$ cat src/rtl/gpu_seg_mmu_if.sv
// gpu_seg_mmu_if: request/response handshake bundle for the segment MMU.
//   master (requester): drives i_valid, i_ctx, i_virtual_addr, i_ready
//   slave  (MMU)      : drives o_ready, o_valid, o_physical_addr, o_error, o_fault_code
interface gpu_seg_mmu_if #(
   parameter int ADDR_WIDTH = 32,
   parameter int CW         = 1
);
   logic                  i_valid;
   logic                  o_ready;
   logic [CW-1:0]         i_ctx;
   logic [ADDR_WIDTH-1:0] i_virtual_addr;
   logic                  o_valid;
   logic                  i_ready;
   logic [ADDR_WIDTH-1:0] o_physical_addr;
   logic                  o_error;
   logic [1:0]            o_fault_code;
   modport master (
      output i_valid, i_ctx, i_virtual_addr, i_ready,
      input  o_ready, o_valid, o_physical_addr, o_error, o_fault_code
   );
   modport slave (
      input  i_valid, i_ctx, i_virtual_addr, i_ready,
      output o_ready, o_valid, o_physical_addr, o_error, o_fault_code
   );
endinterface

$ cat src/rtl/gpu_seg_mmu.sv
// gpu_seg_mmu: per-context segment table translating virtual to physical addresses, 1-cycle latency.
//   clk, rst        : clock, asynchronous active-high reset
//   bus (slave)     : valid/ready request in, valid/ready response out with fault code
//   cfg_*           : segment-table write port (base, bound, enable per ctx/segment)
//   i_fault_clr     : clears the first-fault log
//   o_fault_sticky/o_fault_addr/o_fault_count : first-fault log and saturating fault counter
module gpu_seg_mmu #(
   parameter int ADDR_WIDTH = 32,
   parameter int NUM_SEGS   = 4,
   parameter int NUM_CTX    = 2,
   parameter int FCNT_WIDTH = 8,
   localparam int SW = $clog2(NUM_SEGS),
   localparam int CW = (NUM_CTX > 1) ? $clog2(NUM_CTX) : 1
) (
   input  logic                  clk,
   input  logic                  rst,
   gpu_seg_mmu_if.slave          bus,
   input  logic                  cfg_we,
   input  logic [CW-1:0]         cfg_ctx,
   input  logic [SW-1:0]         cfg_seg,
   input  logic [ADDR_WIDTH-1:0] cfg_base,
   input  logic [ADDR_WIDTH-1:0] cfg_bound,
   input  logic                  cfg_en,
   input  logic                  i_fault_clr,
   output logic                  o_fault_sticky,
   output logic [ADDR_WIDTH-1:0] o_fault_addr,
   output logic [FCNT_WIDTH-1:0] o_fault_count
);
   // table is sized for the full ctx index space; out-of-range contexts are rejected before lookup
   localparam int DEPTH = (1 << CW) * NUM_SEGS;
   localparam logic [CW:0] CTX_LIM = (CW+1)'(NUM_CTX);
   logic [ADDR_WIDTH-1:0] r_base  [DEPTH];
   logic [ADDR_WIDTH-1:0] r_bound [DEPTH];
   logic [DEPTH-1:0]      r_en;
   logic                  r_valid, r_error;
   logic [1:0]            r_code;
   logic [ADDR_WIDTH-1:0] r_pa;
   logic [CW+SW-1:0]      w_idx, w_cfg_idx;
   logic [ADDR_WIDTH-1:0] w_off, w_pa;
   logic [1:0]            w_code;
   logic                  w_acc, w_fault;
   assign bus.o_ready         = !r_valid || bus.i_ready;
   assign bus.o_valid         = r_valid;
   assign bus.o_physical_addr = r_pa;
   assign bus.o_error         = r_error;
   assign bus.o_fault_code    = r_code;
   always_comb begin
      w_idx     = {bus.i_ctx, bus.i_virtual_addr[ADDR_WIDTH-1 -: SW]};
      w_cfg_idx = {cfg_ctx, cfg_seg};
      w_off     = {{SW{1'b0}}, bus.i_virtual_addr[ADDR_WIDTH-SW-1:0]};
      w_code    = ({1'b0, bus.i_ctx} >= CTX_LIM || !r_en[w_idx]) ? 2'b01 :
                  (w_off >= r_bound[w_idx])                     ? 2'b10 : 2'b00;
      w_pa      = (w_code == 2'b00) ? r_base[w_idx] + w_off : '0;
      w_acc     = bus.i_valid && bus.o_ready;
      w_fault   = w_acc && (w_code != 2'b00);
   end
   always_ff @(posedge clk or posedge rst) begin
      if (rst) begin
         r_valid <= 1'b0;
         r_error <= 1'b0;
         r_code  <= '0;
         r_pa    <= '0;
      end else if (w_acc) begin
         r_valid <= 1'b1;
         r_error <= (w_code != 2'b00);
         r_code  <= w_code;
         r_pa    <= w_pa;
      end else if (bus.i_ready) begin
         r_valid <= 1'b0;
      end
   end
   // non-blocking write: a lookup in the same cycle sees the old entry
   always_ff @(posedge clk or posedge rst) begin
      if (rst) begin
         for (int k = 0; k < DEPTH; k++) begin
            r_base[k]  <= '0;
            r_bound[k] <= '0;
         end
         r_en <= '0;
      end else if (cfg_we) begin
         r_base[w_cfg_idx]  <= cfg_base;
         r_bound[w_cfg_idx] <= cfg_bound;
         r_en[w_cfg_idx]    <= cfg_en;
      end
   end
   // clear wins over the old log, but a fault loading in the same cycle is recorded as the first one
   always_ff @(posedge clk or posedge rst) begin
      if (rst) begin
         o_fault_sticky <= 1'b0;
         o_fault_addr   <= '0;
         o_fault_count  <= '0;
      end else if (i_fault_clr) begin
         o_fault_sticky <= w_fault;
         o_fault_addr   <= w_fault ? bus.i_virtual_addr : '0;
         o_fault_count  <= FCNT_WIDTH'(w_fault);
      end else if (w_fault) begin
         if (!o_fault_sticky) begin
            o_fault_sticky <= 1'b1;
            o_fault_addr   <= bus.i_virtual_addr;
         end
         o_fault_count <= o_fault_count + FCNT_WIDTH'(o_fault_count != '1);
      end
   end
endmodule

$ cat src/flat_wrapper.sv
// flat-port wrapper written by rule: the top's interface ports become plain ports
module gpu_seg_mmu_flat 
#(
   parameter int ADDR_WIDTH = 32,
   parameter int NUM_SEGS   = 4,
   parameter int NUM_CTX    = 2,
   parameter int FCNT_WIDTH = 8,
   localparam int SW = $clog2(NUM_SEGS),
   localparam int CW = (NUM_CTX > 1) ? $clog2(NUM_CTX) : 1
)
  (clk, rst, cfg_we, cfg_ctx, cfg_seg, cfg_base, cfg_bound, cfg_en, i_fault_clr, o_fault_sticky, o_fault_addr, o_fault_count, bus_i_valid, bus_i_ctx, bus_i_virtual_addr, bus_i_ready, bus_o_ready, bus_o_valid, bus_o_physical_addr, bus_o_error, bus_o_fault_code);
  gpu_seg_mmu_if #(.ADDR_WIDTH(ADDR_WIDTH), .CW((1))) bus_i ();
  input  logic clk;
  input  logic rst;
  input  logic cfg_we;
  input  logic [CW-1:0] cfg_ctx;
  input  logic [SW-1:0] cfg_seg;
  input  logic [ADDR_WIDTH-1:0] cfg_base;
  input  logic [ADDR_WIDTH-1:0] cfg_bound;
  input  logic cfg_en;
  input  logic i_fault_clr;
  output logic o_fault_sticky;
  output logic [ADDR_WIDTH-1:0] o_fault_addr;
  output logic [FCNT_WIDTH-1:0] o_fault_count;
  input wire logic [$bits(bus_i.i_valid)-1:0] bus_i_valid;
  input wire logic [$bits(bus_i.i_ctx)-1:0] bus_i_ctx;
  input wire logic [$bits(bus_i.i_virtual_addr)-1:0] bus_i_virtual_addr;
  input wire logic [$bits(bus_i.i_ready)-1:0] bus_i_ready;
  output wire logic [$bits(bus_i.o_ready)-1:0] bus_o_ready;
  output wire logic [$bits(bus_i.o_valid)-1:0] bus_o_valid;
  output wire logic [$bits(bus_i.o_physical_addr)-1:0] bus_o_physical_addr;
  output wire logic [$bits(bus_i.o_error)-1:0] bus_o_error;
  output wire logic [$bits(bus_i.o_fault_code)-1:0] bus_o_fault_code;
  assign bus_i.i_valid = bus_i_valid;
  assign bus_i.i_ctx = bus_i_ctx;
  assign bus_i.i_virtual_addr = bus_i_virtual_addr;
  assign bus_i.i_ready = bus_i_ready;
  assign bus_o_ready = bus_i.o_ready;
  assign bus_o_valid = bus_i.o_valid;
  assign bus_o_physical_addr = bus_i.o_physical_addr;
  assign bus_o_error = bus_i.o_error;
  assign bus_o_fault_code = bus_i.o_fault_code;
  gpu_seg_mmu #(.ADDR_WIDTH(ADDR_WIDTH), .NUM_SEGS(NUM_SEGS), .NUM_CTX(NUM_CTX), .FCNT_WIDTH(FCNT_WIDTH)) u_core (.clk(clk), .rst(rst), .bus(bus_i), .cfg_we(cfg_we), .cfg_ctx(cfg_ctx), .cfg_seg(cfg_seg), .cfg_base(cfg_base), .cfg_bound(cfg_bound), .cfg_en(cfg_en), .i_fault_clr(i_fault_clr), .o_fault_sticky(o_fault_sticky), .o_fault_addr(o_fault_addr), .o_fault_count(o_fault_count));
endmodule
$ cat config.mk
export PLATFORM = sky130hd
export DESIGN_NAME = gpu_seg_mmu_flat
export DESIGN_NICKNAME = d
export VERILOG_FILES = /design/src/rtl/gpu_seg_mmu_if.sv /design/src/rtl/gpu_seg_mmu.sv /design/src/flat_wrapper.sv
export SDC_FILE = /design/constraint.sdc
export NUM_CORES = 1
export LEC_CHECK = 0
export ABC_AREA = 1
export BUFFER_PORTS_ARGS = -buffer_cell sky130_fd_sc_hd__buf_2
export CAP_MARGIN = 40
export CORE_ASPECT_RATIO = 0.5
export CORE_MARGIN = 2
export CORE_UTILIZATION = 60
export CTS_CLUSTER_DIAMETER = 50
export DETAILED_ROUTE_END_ITERATION = 16
export HOLD_SLACK_MARGIN = 0.03
export MAX_ROUTING_LAYER = met4
export PLACE_DENSITY = 0.82
export SLEW_MARGIN = 20
export SYNTH_ARGS = -nofsm -noshare
export SYNTH_HDL_FRONTEND = slang
export SYNTH_SLANG_ARGS = --single-unit
export TNS_END_PERCENT = 30
$ cat constraint.sdc
create_clock -name clk -period 36.9 [get_ports clk]
set_input_delay 3.69 -clock clk [delete_from_list [all_inputs] [get_ports clk]]
set_output_delay 3.69 -clock clk [all_outputs]
set_load 0.01 [all_outputs]
# Word-level counts from Yosys, hierarchy flattened
# Index checks and enable logic that the tools add are counted.
# word_totals
register_bits,597
latchBits,0
ram_bits,0
rom_bits,0
out_inout_bits,78
mem_count,0
# op_classes
add_sub_neg,2
mul,0
div,0
n_lt_le_gt_ge,7
eq_ne,2
shifts,0
muxes,28
n_bitwise,2
reduce_logical,11
# ops
operator,n
$bwmux 256,2
$mux 32,10
$bmux 32 s3,2
$demux 32 s3,1
$add 32x30->32,1
$ge 30x32->1,1
$mux 8,2
$add 8x1->8,1
$bwmux 8,1
$ge 4x4->1 const B,2
$lt 3x4->1 const B,2
$ne 8x8->1 const B,1
$not 3->4,2
$mux 1,6
$reduce_bool 2->1,3
$logic_and 1x1->1,4
$lt 4x1->1 const B,1
$mux 2,2
$bmux 1 s3,1
$demux 1 s3,1
$ge 3x1->1 const B,1
$logic_not 2->1,1
$ne 2x2->1 const B,1
$reduce_and 2->1,1
2 further kinds,2

# Longest topological paths before layout
# Gate-level depths: netlist of the first run.
# depth
depth_word,11
depth_mapped,28
mapped_depth_nobuf,24

# Worst setup path after synthesis of the first run
# Ideal clock, no wire load.
# synth_timing
path_kind,input -> output
start,input bus_i_ready
end,output bus_o_ready
arrival_ns,3.824
setup_slack_ns,29.386
stages,2
cell_sequence,inv_1 nand2_1
# synth_between
elab_chain_len,1
# synth_lines
element,line_no,text
start: declaration,flat_wrapper.sv:28,input wire logic [$bits(bus_i.i_ready)-1:0] bus_i_ready;
$logic_or 1x1->1,gpu_seg_mmu.sv:42,assign bus.o_ready = !r_valid || bus.i_ready;
end: declaration,flat_wrapper.sv:29,output wire logic [$bits(bus_i.o_ready)-1:0] bus_o_ready;
# No other way between the ends.

# Worst setup path in the final report of the first run
# layout_timing
start,input bus_i_virtual_addr[30]
end,"register u_core.r_pa[26], in the netlist u_core.bus.o_physical_addr[26]"
# layout_between
elab_chain_len,9
# layout_lines
element,line_no,text
start: declaration,flat_wrapper.sv:27,input wire logic [$bits(bus_i.i_virtual_addr)-1:0] bus_i_virtual_addr;
$not 3->4 (implied by the code),"gpu_seg_mmu.sv:52, gpu_seg_mmu.sv:53",
$bmux 32 s3,gpu_seg_mmu.sv:52,(w_off >= r_bound[w_idx]) ? 2'b10 : 2'b00;
$mux 32 (implied by the code) (2 in series),gpu_seg_mmu.sv:52,
$ge 30x32->1,gpu_seg_mmu.sv:52,
$mux 2,gpu_seg_mmu.sv:52,
$mux 2,gpu_seg_mmu.sv:51,"w_code = ({1'b0, bus.i_ctx} >= CTX_LIM || !r_en[w_idx]) ? 2'b01 :"
$logic_not 2->1,gpu_seg_mmu.sv:53,w_pa = (w_code == 2'b00) ? r_base[w_idx] + w_off : '0;
$mux 32 (*),gpu_seg_mmu.sv:53,
end signal: assignment,gpu_seg_mmu.sv:67,r_pa <= w_pa;
end: declaration,gpu_seg_mmu.sv:37,logic [ADDR_WIDTH-1:0] r_pa;
# Mark *: on every way between the ends. The rest lies on a longest branch, timed or not. The select of a mux whose other input is x is not followed.
# A chain may end at the register's enable or synchronous reset.

==> flow_metrics.env, run 1 <==
export IMPL_crit_arrival_ns=8.30
export IMPL_area_delta_synth_final_pct=11.5
export IMPL_synth_distinct_cells=44
export IMPL_grt_pass1_vias=23500
export IMPL_synth_seq_cells=597
export IMPL_die_w_um=309
export IMPL_critPathMostFrequentCell="nand2_1"
export IMPL_ctsResizeCount=0
export IMPL_critPathCaptureType="flop"
export IMPL_finalCritPeriodShare_pct=21.2
export IMPL_clkTransAtPathRegs_ns=0.07
export IMPL_required_ns=37.37
export IMPL_cts_setup_buffers=0
export IMPL_cts_hold_buf=0
export IMPL_cts_tree="built"
export IMPL_place_gp_congestion=0.994
export IMPL_critPathMaxFanout=98
export IMPL_drt_iter0_drc=3328
export IMPL_synth_warnings=0
export IMPL_antenna_found_initial=5
export IMPL_insertion_delay_ns=0.61
export IMPL_rsz0062_at_grt="no"
export IMPL_most_common_layout_cells="o21ai_0, nand2_1, dfrtp_1, nor2_1, buf_2"
export IMPL_grt_usage_pct=34.0
export IMPL_seq_area_um2=14900
export IMPL_synthesis_area_um2=27900
export IMPL_hold_class="flop to flop"
export IMPL_die_area_um2=48400
export IMPL_final_common_cell="o21ai_0"
export IMPL_port_buffers=184
export IMPL_rows=55
export IMPL_cp_cell_sequence="clkbuf_8 > buf_16 > inv_6 > buf_16 > buf_4 > o21ai_0 > o22ai_1 > nor2_1 > a31oi_1 > ha_1 > fa_1 > nand3_1 > nand2_1 > a21oi_1 > o21ai_1 > nand2_1 > nand2_1 > nand3_1 > nand2_1 > nand2_1 > nand2_1 > o21ai_0"
export IMPL_drc=0
export IMPL_cts_buffer_depth=3
export IMPL_period_needed_ns=7.83
export IMPL_postRouteAntennaNets=0
export IMPL_multi_input_area_um2=11500
export IMPL_slowest_stage="buf_4"
export IMPL_tightest_slew_ns=0.975
export IMPL_num_nets_final=3587
export IMPL_finalMaxSlewViolations=0
export IMPL_start_util_pct=61.3
export IMPL_cellPowerDensity_nw_per_um2=56.1
export IMPL_fin_tns_setup_ns=0
export IMPL_p_leak_uw=0.0150
export IMPL_slew_headroom_pct=34.3
export IMPL_seq_area_frac_synth_pct=53.5
export IMPL_fillers=3539
export IMPL_status="complete, no violations"
export IMPL_grt_pass1_wl_um=126000
export IMPL_vias=24700
export IMPL_setup_viol=0
export IMPL_maxCapViolations=0
export IMPL_cts_buffers_inserted=52
export IMPL_grt_max_degree=175
export IMPL_dieHeight_um=157
export IMPL_core_area_um2=45600
export IMPL_first_pass_iters=8
export IMPL_path_delay_family="buffers and inverters"
export IMPL_htreeDepth=2
export IMPL_final_layout_size_suffix_gt1_share_pct=9.53
export IMPL_path_buf_inv=5
export IMPL_max_stage_delay_ns=0.61
export IMPL_grt_ovfl_total=0
export IMPL_finalHoldViolCount=0
export IMPL_io_pins=185
export IMPL_critPathKind="input pin to flop"
export IMPL_netlist_instances=3359
export IMPL_dp_hpwl_um=48900
export IMPL_syn_num_nets=3529
export IMPL_cts_root_buffer_cell="clkbuf_16"
export IMPL_peakVddDrop_mv=0.0390
export IMPL_worstSetupStartpointType="input pin"
export IMPL_vias_per_cell=6.04
export IMPL_postSynthAreaPerCell_um2=8.32
export IMPL_wl_um=78900
export IMPL_skew_ns=0.0212
export IMPL_wl_per_cell_um=19.3
export IMPL_fin_total_pwr_uw=1750
export IMPL_clkSinkCount=597
export IMPL_max_freq_mhz=128
worst register-to-register path: cells and delay by family (launching register included):
kind                     cells  cell delay [ns]
AND/OR/NAND/NOR              9             1.18
adder cells (fa/ha/maj)      1             0.40
AO/OA/AOI/OAI                4             1.30
flip-flops                   1             0.38
buffers and inverters        1             0.23
routing by layer:
layer / part of all wire (%) / track usage [%]
met5: 0 / -
met3: 11 / 7.85
met4: 1.9 / 10.2
met2: 45 / 50.8
met1: 42 / 46.8
stage by stage:
step	hold WS, ns	utilization, %	setup slack (ns)	instance area (µm²)	std cells
final	0.466	68.4	29.07	31100	4087
after global routing	0.483	68.4	28.70	31100	4085
after global placement	0.449	63.6	28.54	29000	3969
after CTS	0.469	68.2	29.12	31100	4076
after detailed placement	0.453	64.3	28.48	29300	3985
after floorplan	0.444	-	16.50	27900	3359
cell type report:
| class | count | share of cell area [%] |
|---|---|---|
| multi-input cells | 2378 | 37.0 |
| repair buffers | 226 | 4.87 |
| clock buffers | 79 | 5.12 |
| inverters | 162 | 1.99 |
| clock inverters | 12 | 0.478 |
| well taps | 627 | 2.52 |
| flip-flops and latches | 597 | 48.0 |
| diodes | 6 | 0.0482 |
power breakdown:
part           internal (µW)  switching, µW  leakage [µW]
sequential               777           65.0       0.00750
clock                    313            251      0.000864
combinational            124            219       0.00665
cells in the mapped netlist, drive strengths merged:
| cell | n | area share (%) |
|---|---|---|
| a21o | 2 | 0.054 |
| xnor2 | 11 | 0.34 |
| a21oi | 82 | 1.5 |
| o22ai | 65 | 1.5 |
| o2111ai | 4 | 0.13 |
| o211ai | 33 | 0.89 |
| xor2 | 12 | 0.38 |
| nor3 | 13 | 0.23 |
| nand4 | 7 | 0.16 |
| a21boi | 2 | 0.054 |
| o21a | 5 | 0.13 |
| nand3 | 33 | 0.64 |
| or2 | 2 | 0.045 |
| a22oi | 2 | 0.054 |
| clkinv | 1 | 0.013 |
| nor2 | 378 | 5.2 |
| nand3b | 2 | 0.054 |
| ha | 62 | 2.8 |
| o221ai | 29 | 0.91 |
| a31oi | 33 | 0.74 |
| o21ai | 800 | 14 |
| nor4 | 1 | 0.022 |
| nand2 | 791 | 11 |
| inv | 161 | 2.2 |
| and3 | 1 | 0.022 |
| buf | 34 | 0.77 |
| fa | 1 | 0.072 |
| o21bai | 3 | 0.081 |
| a22o | 3 | 0.094 |
| a211oi | 1 | 0.027 |
| dfrtp | 597 | 53 |
| clkbuf | 188 | 2.5 |
state kept, by name (all words and copies together) (netlist names):
signal	flops
u_core.bus.o_valid	1
u_core.bus.o_fault_code	2
u_core.r_base	256
u_core.bus.o_physical_addr	32
u_core.o_fault_addr	32
u_core.r_bound	256
u_core.bus.o_error	1
u_core.o_fault_count	8
u_core.r_en	8
u_core.o_fault_sticky	1
final timing paths:
kind / from / endpoint / slack (ns) / cells past startpoint
setup / recovery: bus_i_virtual_addr[30] / u_core.bus.o_physical_addr[26]$_DFFE_PP0P_ / 29.07 / 22
max in group asynchronous: rst / u_core.r_bound[80]$_DFFE_PP0P_ / 31.49 / 6
setup reg to reg: u_core.r_bound[183]$_DFFE_PP0P_ / u_core.bus.o_physical_addr[10]$_DFFE_PP0P_ / 33.30 / 15
hold reg to reg: u_core.o_fault_addr[2]$_DFFE_PP0P_ / u_core.o_fault_addr[2]$_DFFE_PP0P_ / 0.47 / 2
min in group asynchronous: rst / u_core.r_base[101]$_DFFE_PP0P_ / 3.15 / 2
hold / removal: u_core.o_fault_addr[2]$_DFFE_PP0P_ / u_core.o_fault_addr[2]$_DFFE_PP0P_ / 0.47 / 2
logic make-up after synthesis:
logic type / after synthesis / synth area share (%)
adders and majority gates: 63 / 2.85
DFF: 597 / 53.5
buffers and inverters: 384 / 5.48
and+or+nand+nor: 1228 / 17.1
AOI/OAI and AO/OA: 1064 / 20.4
xor gates and xnor gates: 23 / 0.721
(Power assumes the default switching activity.)
==> run 2: changes to the inputs <==
CORE_UTILIZATION = 55   (was 60)
PLACE_DENSITY = 0.79   (was 0.82)
clock period = 7 ns   (was 36.9 ns; I/O delays follow)
==> run 2 against run 1 <==
  * Flip-flop and latch count unchanged
  * Wire length up 0.88%
  * Die area up 8.9%
  * Sequential share of layout area down 0.19 points
  * Global-route usage down 2.6 points
  * Hold slack worse by 0.14 ns
  * First-iteration DRC count down 4.3%
  * Clock skew down 0.0034 ns
  * Critical path type unchanged
  * Largest power group unchanged
==> flow_metrics.env, run 2 (synthesis gave the netlist of run 1 again) <==
export IMPL_status="complete, no violations"
export IMPL_final_common_cell="o21ai_0"
export IMPL_grt_pass1_vias=22700
export IMPL_start_util_pct=55.6
export IMPL_peakVddDrop_mv=0.196
export IMPL_r2r_slack_ns=3.65
export IMPL_wl_met2_um=35600
export IMPL_cts_root_buffer_cell="clkbuf_16"
export IMPL_required_ns=7.49
export IMPL_multi_input_area_um2=11500
export IMPL_hp_start="cfg_base[26]"
export IMPL_intPower_uw=6470
export IMPL_clock_power_share_pct=33.0
export IMPL_grt_ovfl_total=0
export IMPL_num_nets_final=3587
export IMPL_dp_cells=4044
export IMPL_rows=58
export IMPL_top_layer="met4"
export IMPL_antenna_found_initial=10
export IMPL_die_w_um=323
export IMPL_tightest_slew_ns=0.914
export IMPL_setup_viol=0
export IMPL_insertion_delay_ns=0.60
export IMPL_seq_area_um2=14900
export IMPL_fillers=4222
export IMPL_place_gp_congestion=0.926
export IMPL_port_buffers=184
export IMPL_cts_buffers_inserted=53
export IMPL_io_pins=185
export IMPL_drt_iter0_drc=3186
export IMPL_most_common_layout_cells="o21ai_0, nand2_1, dfrtp_1, nor2_1, buf_2"
export IMPL_p_switching_uw=2820
export IMPL_fin_total_pwr_uw=9290
export IMPL_fin_util_pct=62.3
export IMPL_htreeDepth=2
export IMPL_clkSinkCount=597
export IMPL_fin_tns_setup_ns=0
export IMPL_grt_pass1_wl_um=126000
export IMPL_first_pass_iters=6
export IMPL_final_layout_size_suffix_gt1_share_pct=9.62
export IMPL_cellPowerDensity_nw_per_um2=297
export IMPL_clkTransAtPathRegs_ns=0.06
export IMPL_timing_rr_start="u_core.r_bound[177]$_DFFE_PP0P_"
export IMPL_wl_um=79600
export IMPL_stdcell_count=4160
export IMPL_reg_top3="u_core.r_base: 256 flops, u_core.r_bound: 256 flops"
export IMPL_finalHoldViolCount=0
export IMPL_worstSetupStartpointType="input pin"
export IMPL_cts_tree="built"
export IMPL_worstHoldPathCells=3
export IMPL_maxCapViolations=0
export IMPL_slew_headroom_pct=39.1
export IMPL_met1_length_um=34400
export IMPL_whs_endpoint="u_core.r_base[26]$_DFFE_PP0P_"
export IMPL_swShare_pct=30.3
export IMPL_rsz0062_at_grt="no"
export IMPL_crit_arrival_ns=5.04
export IMPL_dp_hpwl_um=49800
export IMPL_vias=24500
export IMPL_rr_worst_depth=15
export IMPL_die_area_um2=52700
export IMPL_max_freq_mhz=220
export IMPL_hold_ws_ns=0.323
export IMPL_finalCritPeriodShare_pct=65.0
export IMPL_r2r_end="u_core.bus.o_physical_addr[16]$_DFFE_PP0P_"
export IMPL_postRouteAntennaNets=0
export IMPL_dieHeight_um=163
export IMPL_core_area_um2=50200
export IMPL_drc=0
export IMPL_finalMaxSlewViolations=0
export IMPL_vias_per_cell=5.89
export IMPL_critPathKind="input pin to flop"
export IMPL_period_needed_ns=4.55
export IMPL_p_comb_share_pct=19.3
export IMPL_cts_setup_buffers=0
export IMPL_critPathCaptureType="flop"
export IMPL_critical_path_startpoint="bus_i_virtual_addr[31]"
export IMPL_wl_per_cell_um=19.1
export IMPL_wl_met3_um=7610
export IMPL_grt_usage_pct=31.4
export IMPL_skew_ns=0.0178
export IMPL_hold_class="input pin to flop"
export IMPL_area_delta_synth_final_pct=11.9
export IMPL_critPathMaxFanout=56
export IMPL_grt_max_degree=193
export IMPL_power_frac_seq_pct=47.7
export IMPL_cts_buffer_depth=3
export IMPL_p_leak_uw=0.0150
-- run 2: changes by cell type in the layout (fill, tap and decap cells not counted), moves of 3 or more --
cell / previous run / this run
buf_16: 9 / 6
buf_2: 186 / 183
bufinv_16: 2 / 5
clkbuf_8: 18 / 14
clkinv_2: 6 / 10
diode_2: 6 / 9
-- run 2: critical path, stage by stage --
cell and delay [ns]:
buf_4 0.53, inv_2 0.53, buf_4 0.39, o21ai_0 0.10, o22ai_1 0.08, o21ai_0 0.55, ha_1 0.38, a21oi_1 0.19
o21ai_0 0.11, nand2_1 0.07, nand3_1 0.08, nand2_1 0.07, nand3_1 0.06, nand2_1 0.18, nand2_1 0.17, nor2_4 0.31
inv_2 0.20, o21ai_0 0.23
-- run 2: how the worst max path moves through the flow --
stage / cells after the start / slack (ns) / to
CTS: 18 / 2.58 / u_core.bus.o_physical_addr[16]$_DFFE_PP0P_
floorplan: 1 / -1.84 / u_core.bus.o_error$_DFFE_PP0P_
global route: 18 / 2.10 / u_core.bus.o_physical_addr[16]$_DFFE_PP0P_
global placement: 20 / 2.13 / u_core.bus.o_error$_DFFE_PP0P_
detailed placement: 18 / 2.04 / u_core.bus.o_physical_addr[10]$_DFFE_PP0P_
finish: 18 / 2.45 / u_core.bus.o_physical_addr[16]$_DFFE_PP0P_
-- run 2: cell type report --
| cell class | count | area share [%] |
|---|---|---|
| timing repair buffer | 225 | 4.73 |
| inverter | 162 | 1.97 |
| clock buffer | 77 | 4.95 |
| sequential | 597 | 47.8 |
| antenna | 9 | 0.0720 |
| clock inverter | 22 | 0.880 |
| tap | 690 | 2.76 |
| multi-input combinational | 2378 | 36.9 |
-- run 2: layer usage --
| metal | global-route usage (%) | up-vias |
|---|---|---|
| met5 | - | - |
| met4 | 9.11 | 0 |
| met3 | 6.65 | 146 |
| met2 | 47.0 | 1124 |
| met1 | 43.4 | 11900 |
| li1 | - | 11300 |
-- run 2: per-stage QoR --
step / worst slack [ns] / instance area, µm²
floorplan: -1.84 / 27900
global placement: 2.13 / 29100
detailed placement: 2.04 / 29300
CTS: 2.58 / 31100
global route: 2.10 / 31300
finish: 2.45 / 31300
-- run 2: power groups by stage --
stage | Sequential [µW] | Clock, µW | Combinational, µW
2_1_floorplan | 4440 | 0 | 1210
3_5_place_dp | 4470 | 0 | 1750
4_1_cts | 4420 | 3080 | 1770
6_report | 4430 | 3060 | 1790
3_3_place_gp | 4450 | 0 | 1680
5_1_grt | 4500 | 3230 | 2050
-- run 2: repair_timing --
item / in CTS / in global routing
hold buffers: 0 / 1
endpoints found under the hold margin: 0 / 3
gates resized for setup: 0 / 0
setup endpoints to repair: 0 / 0
